===== config.mk =====
export PLATFORM = sky130hd
export DESIGN_NAME = module_calc_engine
export DESIGN_NICKNAME = d
export VERILOG_FILES = /design/src/rtl/calc_pkg.sv /design/src/rtl/bin_to_bcd_seq.sv /design/src/rtl/module_calc_engine.sv
export SDC_FILE = /design/constraint.sdc
export NUM_CORES = 1
export LEC_CHECK = 0
export BUFFER_PORTS_ARGS = -buffer_cell sky130_fd_sc_hd__buf_4
export CAP_MARGIN = 20
export CORE_UTILIZATION = 41
export DETAILED_ROUTE_END_ITERATION = 12
export GPL_ROUTABILITY_DRIVEN = 1
export HOLD_SLACK_MARGIN = 0.02
export SYNTH_ARGS = -nofsm -noshare
export SYNTH_HDL_FRONTEND = slang
export SYNTH_HIERARCHICAL = 1
export SYNTH_SLANG_ARGS = --single-unit

===== constraint.sdc =====
create_clock -name clk -period 6 [get_ports clk]
set_clock_uncertainty 0.1 [all_clocks]
set_input_delay 1.2 -clock clk [delete_from_list [all_inputs] [get_ports clk]]
set_output_delay 1.2 -clock clk [all_outputs]
set_load 0.02 [all_outputs]

===== src/rtl/calc_pkg.sv =====
// Shared key codes, FSM state encoding and parameter sanity helper for the
// keypad calculator core.
package calc_pkg;

  localparam logic [3:0] KEY_ADD = 4'hA;
  localparam logic [3:0] KEY_SUB = 4'hB;
  localparam logic [3:0] KEY_EQ  = 4'hC;
  localparam logic [3:0] KEY_CLR = 4'hD;

  typedef enum logic [2:0] {
    ENTER_A,
    ENTER_B,
    CALC,
    CONV,
    SHOW
  } state_t;

  // Smallest binary width able to hold the largest operand of 'digits' digits.
  function automatic int min_bin_w(input int digits);
    longint max_val;
    int     w;
    max_val = 1;
    for (int i = 0; i < digits; i++) max_val = max_val * 10;
    max_val = max_val - 1;
    w = 0;
    while ((longint'(1) << w) <= max_val) w++;
    return w;
  endfunction

endpackage


===== src/rtl/bin_to_bcd_seq.sv =====
// Iterative double-dabble: one shift per cycle, IN_W cycles per conversion.
// done and the final BCD value are presented combinationally during the last shift.
module bin_to_bcd_seq #(
  parameter int IN_W       = 11,
  parameter int OUT_DIGITS = 4
) (
  input  logic                    clk,
  input  logic                    rst,
  input  logic                    start,
  input  logic                    abort,
  input  logic [IN_W-1:0]         bin,
  output logic [4*OUT_DIGITS-1:0] bcd,
  output logic                    done
);

  localparam int BCD_W = 4 * OUT_DIGITS;
  localparam int CNT_W = $clog2(IN_W);

  logic [IN_W-1:0]  bin_reg;
  logic [BCD_W-1:0] bcd_reg;
  logic [CNT_W-1:0] cnt_reg;
  logic             active_reg;

  logic [BCD_W-1:0] adj;
  logic [BCD_W-1:0] bcd_shift;
  logic [IN_W-1:0]  bin_shift;
  logic             last;

  genvar gi;
  generate
    for (gi = 0; gi < OUT_DIGITS; gi++) begin : g_adj
      assign adj[4*gi +: 4] = (bcd_reg[4*gi +: 4] >= 4'd5) ? bcd_reg[4*gi +: 4] + 4'd3
                                                           : bcd_reg[4*gi +: 4];
    end
  endgenerate

  assign bcd_shift = {adj[BCD_W-2:0], bin_reg[IN_W-1]};
  assign bin_shift = {bin_reg[IN_W-2:0], 1'b0};
  assign last      = (cnt_reg == CNT_W'(IN_W - 1));
  assign done      = active_reg && last;
  assign bcd       = bcd_shift;

  always_ff @(posedge clk) begin
    if (rst || abort) begin
      bin_reg    <= '0;
      bcd_reg    <= '0;
      cnt_reg    <= '0;
      active_reg <= 1'b0;
    end else if (start) begin
      bin_reg    <= bin;
      bcd_reg    <= '0;
      cnt_reg    <= '0;
      active_reg <= 1'b1;
    end else if (active_reg) begin
      bin_reg <= bin_shift;
      bcd_reg <= bcd_shift;
      cnt_reg <= cnt_reg + CNT_W'(1);
      if (last) active_reg <= 1'b0;
    end
  end

endmodule


===== src/rtl/module_calc_engine.sv =====
// Keypad calculator core: two-operand entry, add/subtract with sign, and a
// sequential binary-to-BCD conversion feeding the display controller.
module module_calc_engine
  import calc_pkg::*;
#(
  parameter int DIGITS = 3,
  parameter int BIN_W  = 10
) (
  input  logic                    clk,
  input  logic                    rst,
  input  logic [3:0]              key_code,
  input  logic                    key_pulse,
  output logic [4*(DIGITS+1)-1:0] bcd,
  output logic                    neg,
  output logic                    busy,
  output logic                    result_valid,
  output logic                    result_pulse
);

  localparam int OUT_W = 4 * (DIGITS + 1);
  localparam int ENT_W = 4 * DIGITS;
  localparam int CNT_W = $clog2(DIGITS + 1);
  localparam int MAG_W = BIN_W + 1;

  generate
    if (BIN_W < min_bin_w(DIGITS)) begin : g_bad_width
      $error("BIN_W too small to hold DIGITS decimal digits");
    end
  endgenerate

  state_t            state_reg, state_next;
  logic [BIN_W-1:0]  op_a_reg, op_a_next;
  logic [BIN_W-1:0]  op_b_reg, op_b_next;
  logic [CNT_W-1:0]  cnt_reg, cnt_next;
  logic              op_sub_reg, op_sub_next;
  logic [ENT_W-1:0]  entry_reg, entry_next;
  logic [OUT_W-1:0]  bcd_reg, bcd_next;
  logic              neg_reg, neg_next;
  logic              neg_pend_reg, neg_pend_next;
  logic              rv_reg, rv_next;
  logic              rp_reg, rp_next;

  logic              conv_start, conv_abort, conv_done;
  logic [OUT_W-1:0]  conv_bcd;
  logic [MAG_W-1:0]  a_ext, b_ext, mag;
  logic              b_gt_a;
  logic              is_digit, digit_room;
  logic [BIN_W-1:0]  d_bin;
  logic [ENT_W-1:0]  entry_shift;

  assign is_digit    = (key_code <= 4'd9);
  assign digit_room  = (cnt_reg < CNT_W'(DIGITS));
  assign d_bin       = BIN_W'(key_code);
  assign entry_shift = {entry_reg[ENT_W-5:0], key_code};

  // One extra bit so the sum of two maximal operands cannot wrap.
  assign a_ext  = {1'b0, op_a_reg};
  assign b_ext  = {1'b0, op_b_reg};
  assign b_gt_a = op_sub_reg && (op_b_reg > op_a_reg);
  assign mag    = !op_sub_reg ? a_ext + b_ext :
                  b_gt_a      ? b_ext - a_ext : a_ext - b_ext;

  always_comb begin
    state_next    = state_reg;
    op_a_next     = op_a_reg;
    op_b_next     = op_b_reg;
    cnt_next      = cnt_reg;
    op_sub_next   = op_sub_reg;
    entry_next    = entry_reg;
    bcd_next      = bcd_reg;
    neg_next      = neg_reg;
    neg_pend_next = neg_pend_reg;
    rv_next       = rv_reg;
    rp_next       = 1'b0;
    conv_start    = 1'b0;
    conv_abort    = 1'b0;

    if (key_pulse && key_code == KEY_CLR) begin
      state_next    = ENTER_A;
      op_a_next     = '0;
      op_b_next     = '0;
      cnt_next      = '0;
      op_sub_next   = 1'b0;
      entry_next    = '0;
      bcd_next      = '0;
      neg_next      = 1'b0;
      neg_pend_next = 1'b0;
      rv_next       = 1'b0;
      conv_abort    = 1'b1;
    end else begin
      case (state_reg)
        ENTER_A, ENTER_B: begin
          if (key_pulse) begin
            if (is_digit) begin
              if (digit_room) begin
                if (state_reg == ENTER_A) op_a_next = op_a_reg * BIN_W'(10) + d_bin;
                else                      op_b_next = op_b_reg * BIN_W'(10) + d_bin;
                cnt_next   = cnt_reg + CNT_W'(1);
                entry_next = entry_shift;
                bcd_next   = {4'h0, entry_shift};
                neg_next   = 1'b0;
              end
            end else if (key_code == KEY_ADD || key_code == KEY_SUB) begin
              if (state_reg == ENTER_A) begin
                op_sub_next = (key_code == KEY_SUB);
                state_next  = ENTER_B;
                cnt_next    = '0;
                entry_next  = '0;
                bcd_next    = '0;
              end else if (cnt_reg == '0) begin
                op_sub_next = (key_code == KEY_SUB);
              end
            end else if (key_code == KEY_EQ) begin
              state_next = CALC;
            end
          end
        end
        CALC: begin
          conv_start    = 1'b1;
          neg_pend_next = b_gt_a;
          state_next    = CONV;
        end
        CONV: begin
          if (conv_done) begin
            bcd_next   = conv_bcd;
            neg_next   = neg_pend_reg;
            rv_next    = 1'b1;
            rp_next    = 1'b1;
            state_next = SHOW;
          end
        end
        SHOW: begin
          // A digit starts a fresh calculation already holding that digit.
          if (key_pulse && is_digit) begin
            state_next  = ENTER_A;
            op_a_next   = d_bin;
            op_b_next   = '0;
            op_sub_next = 1'b0;
            cnt_next    = CNT_W'(1);
            entry_next  = ENT_W'(key_code);
            bcd_next    = OUT_W'(key_code);
            neg_next    = 1'b0;
            rv_next     = 1'b0;
          end
        end
        default: state_next = ENTER_A;
      endcase
    end
  end

  always_ff @(posedge clk) begin
    if (rst) begin
      state_reg    <= ENTER_A;
      op_a_reg     <= '0;
      op_b_reg     <= '0;
      cnt_reg      <= '0;
      op_sub_reg   <= 1'b0;
      entry_reg    <= '0;
      bcd_reg      <= '0;
      neg_reg      <= 1'b0;
      neg_pend_reg <= 1'b0;
      rv_reg       <= 1'b0;
      rp_reg       <= 1'b0;
    end else begin
      state_reg    <= state_next;
      op_a_reg     <= op_a_next;
      op_b_reg     <= op_b_next;
      cnt_reg      <= cnt_next;
      op_sub_reg   <= op_sub_next;
      entry_reg    <= entry_next;
      bcd_reg      <= bcd_next;
      neg_reg      <= neg_next;
      neg_pend_reg <= neg_pend_next;
      rv_reg       <= rv_next;
      rp_reg       <= rp_next;
    end
  end

  bin_to_bcd_seq #(
    .IN_W       (MAG_W),
    .OUT_DIGITS (DIGITS + 1)
  ) u_conv (
    .clk   (clk),
    .rst   (rst),
    .start (conv_start),
    .abort (conv_abort),
    .bin   (mag),
    .bcd   (conv_bcd),
    .done  (conv_done)
  );

  assign bcd          = bcd_reg;
  assign neg          = neg_reg;
  assign busy         = (state_reg == CALC) || (state_reg == CONV);
  assign result_valid = rv_reg;
  assign result_pulse = rp_reg;

endmodule


# == Yosys cells after proc, flatten, opt, wreduce, memory -nomap -nowiden ==
# Cells that the tools add are included.
# word_totals
register_bits,86
inputBits,7
elab_cells,156
# op_classes
add_sub_neg,11
multipliers,2
magnitude_cmp,7
n_eq_ne,24
mux,71
bitwise,1
reduce_logical,25
# op_table
op,count
16-bit two-way mux,7
10-bit two-way mux,10
8-bit two-way mux,6
16-bit case mux with 3 select lines,1
11-bit two-way mux,4
10-bit case mux with 2 select lines,2
6-bit AND reduction,6
3-bit two-way mux,8
10-bit by 10-bit subtractor with 11-bit output,2
10-bit by 4-bit adder with 10-bit output,2
4-bit == test (second input constant),5
10-bit by 3-bit multiplier with 9-bit output (second input constant),2
1-bit two-way mux,18
2-bit != test (second input constant),9
3-bit != test (second input constant),6
4-bit by 3-bit >= comparator with 1-bit output (second input constant),4
8-bit case mux with 2 select lines,1
4-bit by 2-bit adder with 4-bit output (second input constant),3
2-bit two-way mux,6
4-bit two-way mux,3
3-bit case mux with 4 select lines,1
10-bit by 10-bit adder with 11-bit output,1
10-bit > comparator,1
7-bit AND reduction,1
21 further kinds,32

# == Logic depth before layout (Yosys ltp) ==
# Gate-level depths: netlist of the first run.
# depth
word_depth,7
depth_mapped,11
mapped_depth_nobuf,11

# == Modules after synthesis ==
# Netlist of the first run, hierarchy kept.
# modules_own_cells
module,instances,cells_per_inst,area_per_inst_um2,seq_area_each_um2
module_calc_engine,1,603,4719.5,1081.0
bin_to_bcd_seq,1,218,1739.2,640.6

# == Worst setup path after synthesis of the first run ==
# No wires, ideal clock.
# synth_timing
path_kind,input-to-reg
from,input key_code[1]
to,register op_a_reg[9]
arrival_ps,3050
path_slack_ps,2782
cell_stages,8
path_buffers,0
path_cell_list,ha_1 fa_1 a21o_1 nand4_1 and4bb_1 xnor3_1 or3_1 a21oi_2
# synth_via
elab_chain_cells,6
elab_cells_between_ends,14
classes_between,1 x add/sub; 1 x order compare; 3 x eq/ne; 5 x mux; 4 x reduce/logical
# synth_rtl
item,line_no,rtl
start: declaration,module_calc_engine.sv:11,"input logic [3:0] key_code,"
10-bit by 4-bit adder with 10-bit output,module_calc_engine.sv:96,if (state_reg == ENTER_A) op_a_next = op_a_reg * BIN_W'(10) + d_bin;
10-bit two-way mux,module_calc_engine.sv:96,
10-bit two-way mux,module_calc_engine.sv:95,if (digit_room) begin
10-bit two-way mux,module_calc_engine.sv:94,if (is_digit) begin
10-bit two-way mux,module_calc_engine.sv:93,if (key_pulse) begin
10-bit case mux with 2 select lines,module_calc_engine.sv:91,case (state_reg)
end signal: assignment,module_calc_engine.sv:166,op_a_reg <= op_a_next;
end: declaration,module_calc_engine.sv:32,"logic [BIN_W-1:0] op_a_reg, op_a_next;"
# Parallel ways exist; a longest one is shown, timed or not. The select of a mux whose other input is x is not followed.
# A chain may end at the register's enable or synchronous reset.

# == Worst setup path in the final report of the first run ==
# layout_timing
from,input key_code[2]
to,register u_conv.bcd_reg[13]
# layout_via
elab_chain_cells,5
elab_cells_between_ends,6
classes_between,1 x eq/ne; 2 x mux; 3 x reduce/logical
# layout_rtl
item,line_no,rtl
4-bit == test,module_calc_engine.sv:78,if (key_pulse && key_code == KEY_CLR) begin
1-bit logical AND,module_calc_engine.sv:78,
1-bit two-way mux,module_calc_engine.sv:78,
net conv_abort,module_calc_engine.sv:43,"logic conv_start, conv_abort, conv_done;"
1-bit logical OR,bin_to_bcd_seq.sv:44,if (rst || abort) begin
2-bit OR reduction (no source line),--,
end signal: assignment,bin_to_bcd_seq.sv:56,bcd_reg <= bcd_shift;
end: declaration,bin_to_bcd_seq.sv:20,logic [BCD_W-1:0] bcd_reg;
# The timed path passes the listed nets, and every way through them passes these cells.

==> results of run 1 <==
-- cell families after synthesis --
group           after synthesis
simple gates                269
flops                        86
mux                          20
xor+xnor                     39
compound gates              239
fa+ha+maj                    77
buf+inv                      91
-- power breakdown --
part / internal, mW / switching [mW]
logic: 0.160 / 0.242
clock network: 0.337 / 0.249
registers: 0.598 / 0.0338
total: 1.10 / 0.525
-- metal layers --
metal | part of all wire [%] | vias to the layer above | routed length, microns | global-route usage (%)
li1 | - | 2908 | - | -
met1 | 52 | 2568 | 8218 | 29.46
met2 | 43 | 89 | 6778 | 30.02
met3 | 3.2 | 20 | 502 | 3.559
met4 | 1.5 | 0 | 235 | 5.602
met5 | 0 | - | 0 | 0
-- layout make-up --
type / count / area, sq um
Inverter: 49 / 183.9
Sequential cell: 86 / 1722
Timing Repair Buffer: 32 / 240.2
Tap cell: 211 / 264.0
Clock inverter: 6 / 70.07
Clock buffer: 10 / 239.0
Multi-Input combinational cell: 644 / 4373
Fill cell: 1586 / 8223
-- worst max path at each step --
stage / startpoint / end / slack (ns) / depth (start not counted)
global route: op_a_reg[6] / u_conv/bin_reg[4] / 2.38 / 10
global placement: key_code[2] / u_conv/bcd_reg[13] / 2.27 / 8
floorplan: key_code[1] / op_a_reg[9] / 2.78 / 8
finish: key_code[2] / u_conv/bcd_reg[13] / 2.61 / 8
CTS: key_code[2] / u_conv/bcd_reg[13] / 2.59 / 8
detailed placement: key_code[2] / u_conv/bcd_reg[13] / 2.24 / 8
-- placed cells by master, fill, tap and decap left out, types with 16 or more instances in the layout --
| cell | count |
|---|---|
| nand2_1 | 61 |
| a22oi_1 | 16 |
| buf_4 | 32 |
| a21o_1 | 18 |
| inv_1 | 48 |
| o21ai_0 | 33 |
| dfxtp_1 | 86 |
| a211oi_1 | 24 |
| a21oi_1 | 82 |
| mux2i_1 | 18 |
| xnor2_1 | 27 |
| ha_1 | 70 |
| nor2_1 | 108 |
| nand3_1 | 24 |
-- worst min-delay path, stage by stage, from the launching register on --
cell	delay (ns)
dfxtp_1	0.31
nand2_1	0.05
a21oi_1	0.05
==> impl_metrics.py, run 1 <==
metrics = {
    "yosys": {
        "seq_area_frac_synth_pct": 26.66,
        "synthAdderAreaFrac_pct": 15.73,
        "syn-cell-area_sq_um": 6459,
        "synthSimpleGateAreaFrac_pct": 19.47,
        "ys_top_cells_by_count": "nor2_1, dfxtp_1, a21oi_1",
        "synth_top_family_by_area": "compound AO/OA/AOI/OAI gates",
        "avgSynthCellArea_sq_um": 7.867,
        "ys_top_cells_by_area": "dfxtp_1, ha_1, a21oi_1",
        "synth_area_leader_cell": "dfxtp_1",
        "synth_edf_count": 0,
        "yosysWarningCount": 6,
        "muxShareOfSynthArea_pct": 3.138,
        "synthDistinctLibCells": 65,
        "synth_compound_area_share_pct": 23.79,
        "synth_flop_cell": "dfxtp_1",
        "yosys_register_bits": 86,
        "yosysMostFrequentCell": "nor2_1",
        "synth_xor_xnor_area_share_pct": 5.502,
        "yosysTopAreaCellShare_pct": 26.66,
        "synth_fp_nets": 905,
        "synthArstFlopShare_pct": 0,
        "netlist_instances": 821,
    },
    "detailed_routing": {
        "drt-pass1-iter-count": 5,
        "avgViaCountPerCell": 5.381,
        "routed_wl_microns": 15740,
        "drt_iter0_drc": 321,
        "num_vias": 5585,
        "ant_nets": 0,
        "drc": 0,
        "avgRoutedWirePerCell_microns": 15.16,
    },
    "clocking": {
        "cts_tree": "done",
        "numCtsBuffers": 9,
        "worstSkewPairLatency_ns": 0.35,
        "cts_resized": 0,
        "cts_setup_buffers": 0,
        "clkSinkCount": 86,
        "clk_pin_slew_ns": 0.07,
        "cts-root-buf": "clkbuf_16",
        "ctsHoldBuffers": 0,
        "cts.path.max_buffers": 2,
        "htreeDepth": 3,
    },
    "hold_path": {
        "holdPathStages": 2,
        "min_from": "entry_reg[5]",
        "holdCritPathClass": "flop to flop",
        "hold_end": "entry_reg[5]",
    },
    "place": {
        "placed_cells": 1022,
        "gp_congestion": 0.8592,
        "place_area_sq_um": 6783,
        "dp_hpwl_microns": 11650,
        "portBuffers": 26,
        "pre_cts_ws_ns": 2.238,
    },
    "pwr": {
        "p_per_area_nw_per_um2": 228.4,
        "peakVddDrop_mv": 0.1355,
        "totalPowerFinal_mw": 1.620,
        "leakagePower_nw": 3.069,
    },
    "timing": {
        "fmax_ghz": 0.2950,
        "setup_viol": 0,
        "post-route-period-util_pct": 56.50,
        "tightest_slew_ns": 1.027,
        "relSlewSlack_pct": 31.52,
        "whs_ns": 0.3502,
        "setup_ws_ns": 2.610,
        "rsz0062_at_grt": "no",
        "finalCriticalPeriod_ns": 3.390,
        "slew_viol_final": 0,
        "tns_ns": 0,
        "hold_viol": 0,
    },
    "worst_setup_path": {
        "cpPeakStageDelay_ns": 0.71,
        "r2r_end": "op_a_reg[9]",
        "critPathTopFamily": "simple AND/OR/NAND/NOR gates",
        "critPathKind": "primary input to flop",
        "slowest_stage": "or3_1",
        "endpoint_kind": "flop",
        "critPathMostFrequentCell": "buf_4",
        "crit_chain": "buf_4 > inv_1 > nor3_1 > nor3_2 > buf_4 > or3_1 > or4_1 > o311ai_1",
        "cp.required_ns": 6.15,
        "cp_max_fo": 25,
        "cp_num_buf_inv": 3,
        "arrival_ns": 3.54,
        "startpoint_type": "primary input",
        "reg2reg_slack_ns": 2.65,
        "r2r_start": "op_a_reg[1]",
        "r2r_cells": 9,
    },
    "die": {
        "pin_count": 27,
        "die-height_microns": 127.5,
        "core_sq_um": 15310,
        "rows": 45,
        "initial_core_util_pct": 42.17,
        "die_width_microns": 127.5,
        "die_area_sq_um": 16260,
    },
    "global_route": {
        "grt_pass1_wl_microns": 26100,
        "antenna_found_initial": 0,
        "grtUsageTotal_pct": 20.13,
        "grt_pass1_vias": 5121,
        "grt_max_degree": 52,
        "overflow": 0,
    },
    "final_layout": {
        "utilization_pct": 46.31,
        "syn2layout_area_growth_pct": 9.802,
        "instances_no_fill": 1038,
        "antenna_cells": 0,
        "final_area_sq_um": 7092,
        "nNetsFinal": 906,
        "drive_above_1_share_pct": 7.618,
    },
    "run_status": {
        "status": "complete, no violations",
    },
    "job": {
        "max-cap-violations": 0,
    },
}
Power figures use the tool's default switching activity.
==> run 2, diff against run 1 <==
ABC_AREA = 1   (was not set)
clock period = 2.75 ns   (was 6 ns; I/O delays follow)
==> run 2 against run 1 <==
  * Flip-flop and latch count is the same
  * Combinational power grew to 2.6 times the previous value
  * Wire length grew 16%
  * Die area grew 9.0%
  * Non-clock buffer count grew 19
  * Register-to-register slack lost 2.4 ns
  * Critical path depth grew 1
  * Area after synthesis grew 9.1%
  * Utilization grew 0.31 points
  * Total power grew 130%
  * Largest cell class unchanged
==> impl_metrics.py, run 2 <==
metrics = {
    "final_layout": {
        "final_area_sq_um": 7785,
        "antenna_cells": 0,
        "layout_commonest_cell": "nand2_1",
        "syn2layout_area_growth_pct": 10.46,
        "nNetsFinal": 1213,
        "drive_above_1_share_pct": 9.612,
        "final_cell_mix": "nand2_1, inv_1, nor2_1, dfxtp_1, nand3_1",
        "utilization_pct": 46.61,
    },
    "detailed_routing": {
        "drc": 0,
        "avgRoutedWirePerCell_microns": 13.48,
        "routed_wl_microns": 18250,
        "num_vias": 6774,
        "ant_nets": 0,
        "drt-pass1-iter-count": 5,
        "drt_iter0_drc": 410,
        "avgViaCountPerCell": 5.003,
    },
    "global_route": {
        "grt_pass1_vias": 5949,
        "overflow": 0,
        "antenna_found_initial": 0,
        "grt_pass1_wl_microns": 30020,
        "grtUsageTotal_pct": 21.10,
        "grt_max_degree": 30,
    },
    "worst_setup_path": {
        "startpoint_type": "flop",
        "cp.required_ns": 2.87,
        "cp_max_fo": 6,
        "critPathKind": "flop to flop",
        "arrival_ns": 2.64,
        "endpoint_kind": "flop",
    },
    "yosys": {
        "synth_flop_cell": "dfxtp_1",
        "avgSynthCellArea_sq_um": 6.401,
        "synth_fp_nets": 1185,
        "yosysMostFrequentCell": "nand2_1",
        "synthAdderAreaFrac_pct": 14.42,
        "ys_top_cells_by_count": "nand2_1, inv_1, nor2_1",
        "ys_top_cells_by_area": "dfxtp_1, nand2_1, ha_1",
        "yosysTopAreaCellShare_pct": 24.43,
        "synth_top_family_by_area": "simple AND/OR/NAND/NOR gates",
        "syn-cell-area_sq_um": 7048,
        "muxShareOfSynthArea_pct": 0,
        "yosys_register_bits": 86,
        "synth_edf_count": 0,
        "synthSimpleGateAreaFrac_pct": 33.80,
        "yosysWarningCount": 6,
        "synth_xor_xnor_area_share_pct": 2.237,
        "synth_compound_area_share_pct": 13.78,
        "seq_area_frac_synth_pct": 24.43,
        "netlist_instances": 1101,
        "synthArstFlopShare_pct": 0,
        "synthDistinctLibCells": 45,
        "synth_area_leader_cell": "dfxtp_1",
    },
    "job": {
        "max-cap-violations": 0,
    },
    "timing": {
        "setup_ws_ns": 0.2330,
        "finalCriticalPeriod_ns": 2.517,
        "slew_viol_final": 0,
        "rsz0062_at_grt": "no",
        "tightest_slew_ns": 0.5307,
        "fmax_ghz": 0.3973,
        "post-route-period-util_pct": 91.53,
        "relSlewSlack_pct": 64.33,
        "setup_viol": 0,
        "hold_viol": 0,
        "tns_ns": 0,
    },
    "pwr": {
        "pwr-share-clk_pct": 33.6,
        "p_int_mw": 2.370,
        "p_per_area_nw_per_um2": 469.2,
        "p_sw_mw": 1.283,
        "peakVddDrop_mv": 0.3215,
        "seqPwrFrac_pct": 37.7,
        "totalPowerFinal_mw": 3.653,
        "p_comb_share_pct": 28.7,
        "switching_share_pct": 35.12,
        "leakagePower_nw": 3.900,
    },
    "die": {
        "rows": 47,
        "die-height_microns": 133.1,
        "pin_count": 27,
        "initial_core_util_pct": 42.20,
        "core_sq_um": 16700,
        "die_width_microns": 133.1,
        "die_area_sq_um": 17720,
    },
    "clocking": {
        "cts_tree": "done",
        "worstSkewPairLatency_ns": 0.35,
        "clkSinkCount": 86,
        "htreeDepth": 3,
        "numCtsBuffers": 9,
        "ctsHoldBuffers": 0,
        "cts.path.max_buffers": 2,
        "cts_setup_buffers": 0,
        "clk_pin_slew_ns": 0.07,
        "cts_resized": 0,
        "cts-root-buf": "clkbuf_16",
    },
    "place": {
        "place_area_sq_um": 7492,
        "gp_congestion": 0.8952,
        "pre_cts_ws_ns": 0.2162,
        "dp_hpwl_microns": 14580,
        "portBuffers": 26,
    },
    "run_status": {
        "status": "complete, no violations",
    },
    "hold_path": {
        "holdCritPathClass": "primary input to flop",
    },
}
run 2: layer usage:
metal	up-vias	wire length [microns]	global-route usage, %
li1	3603	-	-
met1	3057	9296	30.28
met2	104	8223	33.19
met3	10	559	2.968
met4	0	176	5.114
met5	-	0	0
run 2: path summary, 6_finish.rpt:
kind	slack, ns	startpoint	cells past startpoint	to
worst max-delay path	0.23	op_a_reg[1]	9	op_a_reg[7]
worst min-delay path	0.29	rst	2	u_conv/active_reg
worst max register to register	0.23	op_a_reg[1]	9	op_a_reg[7]
worst min register to register	0.37	result_valid	2	result_valid
run 2: worst max-delay path: stages, from the launching register on:
cell,delay (ns)
dfxtp_1,0.48
ha_1,0.29
ha_1,0.26
fa_1,0.42
xnor2_1,0.29
nor2_1,0.14
xnor2_1,0.20
nor2_1,0.09
nor2_1,0.09
nor2_1,0.04
run 2: cells by family (layout without fill, tap and decap cells):
logic type	Yosys count	in the layout
and+or+nand+nor	551	551
buffers and inverters	187	220
AOI/OAI and AO/OA	182	182
DFF	86	86
adders and majority gates	77	77
xor gates and xnor gates	18	18
run 2: area by class of cell:
class                   instances  area (sq um)
fillers                      1831          8916
multi-input cells             828          4529
flip-flops and latches         86          1722
inverters                     153         583.1
repair buffers                 51         382.9
well taps                     220         275.3
clock buffers                  11         252.7
clock inverters                 5         40.04
run 2: power groups by stage:
stage / Clock (mW) / Combinational [mW] / Sequential [mW]
6_report: 1.23 / 1.05 / 1.38
5_1_grt: 1.30 / 1.19 / 1.39
4_1_cts: 1.25 / 1.05 / 1.38
3_5_place_dp: 0 / 1.04 / 1.41
3_3_place_gp: 0 / 1.04 / 1.41
2_1_floorplan: 0 / 0.740 / 1.43
run 2: metrics by stage:
| step | hold slack [ns] | cells |
|---|---|---|
| 2_1_floorplan | 0.3508 | 1101 |
| 3_3_place_gp | 0.3520 | 1338 |
| 3_5_place_dp | 0.3521 | 1338 |
| 4_1_cts | 0.2883 | 1354 |
| 5_1_grt | 0.2944 | 1354 |
| 6_report | 0.2947 | 1354 |
